`config.mk`:
```
export PLATFORM = sky130hd
export DESIGN_NAME = counter_4bit
export DESIGN_NICKNAME = d
export VERILOG_FILES = /design/src/rtl/counter_4bit.sv
export SDC_FILE = /design/constraint.sdc
export NUM_CORES = 1
export LEC_CHECK = 0
export BUFFER_PORTS_ARGS = -buffer_cell sky130_fd_sc_hd__buf_4
export CORE_AREA = 2 2 39 41
export CTS_CLUSTER_DIAMETER = 30
export DETAILED_ROUTE_END_ITERATION = 6
export DIE_AREA = 0 0 41 43
export MAX_ROUTING_LAYER = met4
export PLACE_DENSITY_LB_ADDON = 0.3
export RECOVER_POWER = 100
export SYNTH_ARGS = -nofsm -noshare
export SYNTH_HDL_FRONTEND = slang
export SYNTH_SLANG_ARGS = --single-unit
export TNS_END_PERCENT = 10
```
`constraint.sdc`:
```
create_clock -name clk -period 3.6 [get_ports clk]
set_input_delay 0.36 -clock clk [delete_from_list [all_inputs] [get_ports clk]]
set_output_delay 0.36 -clock clk [all_outputs]
set_load 0.02 [all_outputs]
```
`src/rtl/counter_4bit.sv`:
```
// Generic up/down event counter with synchronous load, terminal-count flag
// and a registered wrap pulse. Width and reset value are set per instance.
module counter_4bit #(
   parameter int               WIDTH   = 4,
   parameter logic [WIDTH-1:0] RST_VAL = '0
) (
   input  logic             clk,
   input  logic             rst,
   input  logic             en,
   input  logic             up,
   input  logic             load,
   input  logic [WIDTH-1:0] load_val,
   output logic [WIDTH-1:0] ccounter,
   output logic             tc,
   output logic             wrap
);

   localparam logic [WIDTH-1:0] ONE      = WIDTH'(1);
   localparam logic [WIDTH-1:0] ALL_ONES = '1;
   localparam logic [WIDTH-1:0] ZERO     = '0;

   // True when the next step in direction dir would wrap around.
   function automatic logic at_terminal(input logic [WIDTH-1:0] value,
                                        input logic             dir);
      return dir ? (value == ALL_ONES) : (value == ZERO);
   endfunction

   assign tc = at_terminal(ccounter, up);

   // Load beats counting; wrap only flags a real counting step across the boundary.
   always_ff @(posedge clk or posedge rst) begin
      if (rst) begin
         ccounter <= RST_VAL;
         wrap     <= 1'b0;
      end else if (load) begin
         ccounter <= load_val;
         wrap     <= 1'b0;
      end else if (en) begin
         ccounter <= up ? (ccounter + ONE) : (ccounter - ONE);
         wrap     <= at_terminal(ccounter, up);
      end else begin
         wrap     <= 1'b0;
      end
   end

endmodule

```
## Word-level counts from Yosys, hierarchy flattened

Index checks and enable logic that the tools add are counted.

| storage, ports and cells | value |
|---|---|
| register bits after elaboration | 5 |
| latch bits | 0 |
| RAM bits | 0 |
| memory bits (read-only) | 0 |
| input bits | 9 |
| output and inout port bits | 6 |
| logic and storage cells | 13 |
| memories kept | 0 |

| cells by class | value |
|---|---|
| add/subtract/negate cells | 2 |
| multiply operators | 0 |
| divide/modulo/power cells | 0 |
| $lt $le $gt $ge | 0 |
| equality and inequality tests | 1 |
| shifts and indexed selects | 0 |
| mux-type cells | 6 |
| bitwise gates (word level) | 0 |
| reduce and logical (&&, ||, !) cells | 2 |

Operators by type and width:

| operator | number |
|---|---|
| two-way mux 4 bit | 3 |
| adder 4 x 1 -> 4 bit (second input constant) | 1 |
| == test 4 bit (second input constant) | 1 |
| logical NOT 4 bit | 1 |
| subtractor 4 x 1 -> 4 bit (second input constant) | 1 |
| two-way mux 1 bit | 3 |
| nonzero test 2 bit | 1 |

## Logic depth before layout (Yosys ltp)

| depth | value |
|---|---|
| depth after elaboration | 4 |
| depth in mapped cells | 5 |

## Worst setup path after synthesis

Ideal clock, no wire load.

| path | value |
|---|---|
| kind | register -> output |
| start point | reg ccounter[0] |
| end point | out tc |
| data arrival time | 1029 ps |
| data required time | 3240 ps |
| slack | 2211 ps |
| stages on the path, launching flop included | 4 |
| path buffers | 0 |
| cells stage by stage | dfrtp_1 > nor4_1 > nand2_1 > nand2_1 |

| on the way | value |
|---|---|
| cells in the longest elaborated chain, start to end | 2 |
| elaborated cells between the ends (all ways) | 3 |

Ends and longest elaborated chain:

| item | line | RTL |
|---|---|---|
| from (decl) | 13 | `output logic [WIDTH-1:0] ccounter,` |
| from (signal assigned) | 36 | `ccounter <= load_val;` |
| from (signal assigned) | 39 | `ccounter <= up ? (ccounter + ONE) : (ccounter - ONE);` |
| == test 4 bit or logical NOT 4 bit (tied branches) | 25 | `return dir ? (value == ALL_ONES) : (value == ZERO);` |
| two-way mux 1 bit (*) | 25 |  |
| to (decl) | 14 | `output logic tc,` |

Every way passes the cells marked *; elsewhere a longest branch is shown, timed or not.

## Worst setup path in the final report

Ends and elaborated chain as after synthesis.

==> results.cfg <==
[worst_setup_path]
slowest_delay_ps = 460
start_kind = flip-flop
slowest_stage = dfrtp_1
cp-end-kind = output port
worst-setup-path-type = reg2out
r2r-start = ccounter[0]
crit_arrival_ps = 1410
path_max_fanout = 6
reg2reg_depth = 4
reg2reg_to = ccounter[2]
r2r_slack_ps = 2230
crit_chain = nor4_1, nand2_1, nand2_1, clkbuf_1
worst_ep_required_time_ps = 3240
crit_top_cell = nand2_1

[drt]
via_count = 343
drc = 0
drt-pass1-iter-count = 3
vias_per_cell = 4.76
wl_per_cell_um = 11.5
ant_nets = 0
wl_um = 827
drtIter0Drc = 6

[global_routing]
grt-ovfl-total = 0
grt_start_max_net_pins = 14
antenna_found_initial = 0
grt_first_pass_wirelength_um = 1440
grt_pass1_vias = 334
grt_use_total = 0.130

[cts]
ctsResizeCount = 0
cts_tree = yes
cts_hold_buf = 0
post_cts_buffers = 0
cts_htree_levels = 1
clkSinkCount = 5
insertion_delay_ps = 240
clk_pin_slew_worst_paths_ps = 40
cts_buffer_depth = 2
cts_made_buffers = 3
clockRootBuffer = clkbuf_4

[synthesis]
syn_nets = 52
synthesis.area_um2 = 385
syn-mean-instance-area_um2 = 9.63
async_flop_share = 1.00
ys_warn_count = 0
yosys.cell_types.count = 22
syn_inst = 40
synth_commonest_cells = dfrtp_1 (5), nand2_1 (5), a21oi_1 (3), nand3_1 (3), o21ai_1 (3)
synth-main-ff-cell = dfrtp_1
ys_top_cells_by_area = dfrtp_1 (32%), ha_1 (6.5%), fa_1 (5.2%), mux2i_1 (5.2%), nand2_1 (4.9%)
synth_edf_count = 0
yosys.area.top_type_share = 0.325
synth-seq-cells = 5
yosysSeqAreaShare = 0.325
synth_top_area_cell = dfrtp_1

[sta]
worstMarginPinSlew_ps = 239
fin_setup_tns_ps = 0
setup_viol = 0
fin_crit_ps = 1770
rsz0062_at_grt = false
finalCritPeriodShare = 0.490
fmax_ghz = 0.566
hold_viol_final = 0
final.setup_skew_ps = 2.60
slew-limit-headroom = 0.839
drv_slew = 0
setup_slack_ps = 1830

[power_and_ir_drop]
power_density_mw_per_mm2 = 417
finalPower_uw = 206
total_leakage_power_nw = 0.232
vdd_ir_drop_max_uv = 142

[final_layout]
final_area_um2 = 495
nets = 69
drive_gt1_frac = 0.232
num_antenna_cells = 0
syn_to_final_growth_pct = 28.6

[die]
die_w_um = 41
rows = 14
coreArea_mm2 = 0.00138
die_height_um = 43
ios = 15
start_util = 0.278
die-area_mm2 = 0.00176

[placement]
dp_hpwl_um = 632
place_ws_ps = 2110
gp_congestion = 0.680
io_buffers = 14
placed_area_um2 = 492

[flow_run]
cap_violations = 0

[outcome]
status = finished, final reports clean

[min_path]
hp-class = in2async
-- cell families (layout without fill, tap and decap cells) --
logic type / after synthesis / in the layout / synth area share
buf+inv: 4 / 20 / 0.0682
mux: 2 / 2 / 0.0520
simple gates: 16 / 16 / 0.273
fa+ha+maj: 3 / 3 / 0.117
flops: 5 / 5 / 0.325
xor+xnor: 2 / 2 / 0.0455
compound gates: 8 / 8 / 0.120
-- final cells by class --
type | count | area (µm²)
Multi-Input combinational cell | 31 | 234
Inverter | 2 | 7.51
Sequential cell | 5 | 125
Timing Repair Buffer | 14 | 82.6
Tap cell | 16 | 20.0
Fill cell | 159 | 888
Clock buffer | 4 | 26.3
-- worst max-delay path: cells and delay by family (launching register included) --
family	cells	cell delay [ps]
AND/OR/NAND/NOR	3	480
buffers and inverters	1	220
flip-flops	1	460
-- power breakdown --
group	total [mW]	internal, mW	leakage [nW]	switching (mW)
sequential	0.0772	0.0639	0.0619	0.0133
combinational	0.0644	0.0292	0.155	0.0351
clock	0.0648	0.0419	0.0150	0.0229
-- worst max-delay path by stage --
stage / from / to / slack [ps] / cells past startpoint
after floorplan: ccounter[0] / tc / 2210 / 3
after detailed placement: up / ccounter[2] / 2110 / 6
after global routing: ccounter[0] / tc / 1690 / 4
final: ccounter[0] / tc / 1830 / 4
after global placement: up / ccounter[2] / 2140 / 6
after CTS: ccounter[0] / tc / 1920 / 4
-- routing by layer --
metal  vias up  wire [µm]  global-route usage
met5         -          0                   -
met4         0         15              0.0600
met3         2         77              0.0785
met2        11        389               0.163
met1       156        344               0.164
li1        174          -                   -
-- per-stage QoR --
step | util | cells | hold slack [ps]
floorplan | - | 40 | 139
global placement | 0.355 | 68 | 274
detailed placement | 0.355 | 68 | 276
CTS | 0.374 | 72 | 22.0
global route | 0.358 | 72 | 36.2
finish | 0.358 | 72 | 18.2
-- flip-flops by register name, summed over array words and instances (netlist names) --
name	flops
ccounter	4
wrap	1
-- layout by cell type (no fill, tap or decap) --
cell type / n
buf_4: 7
nand2_1: 5
fa_1: 1
mux2i_1: 2
nand3_1: 3
nor4_1: 1
clkbuf_1: 7
o2bb2ai_1: 1
and4bb_1: 1
o21ai_0: 3
xnor2_1: 1
xor2_1: 1
and3b_2: 1
ha_1: 2
nor3b_1: 2
nand2b_1: 1
o211ai_1: 1
dfrtp_1: 5
clkbuf_4: 4
nor4b_2: 1
inv_1: 2
a21oi_1: 3
and3_1: 1
Note: power is estimated with default switching activity, not from simulation.
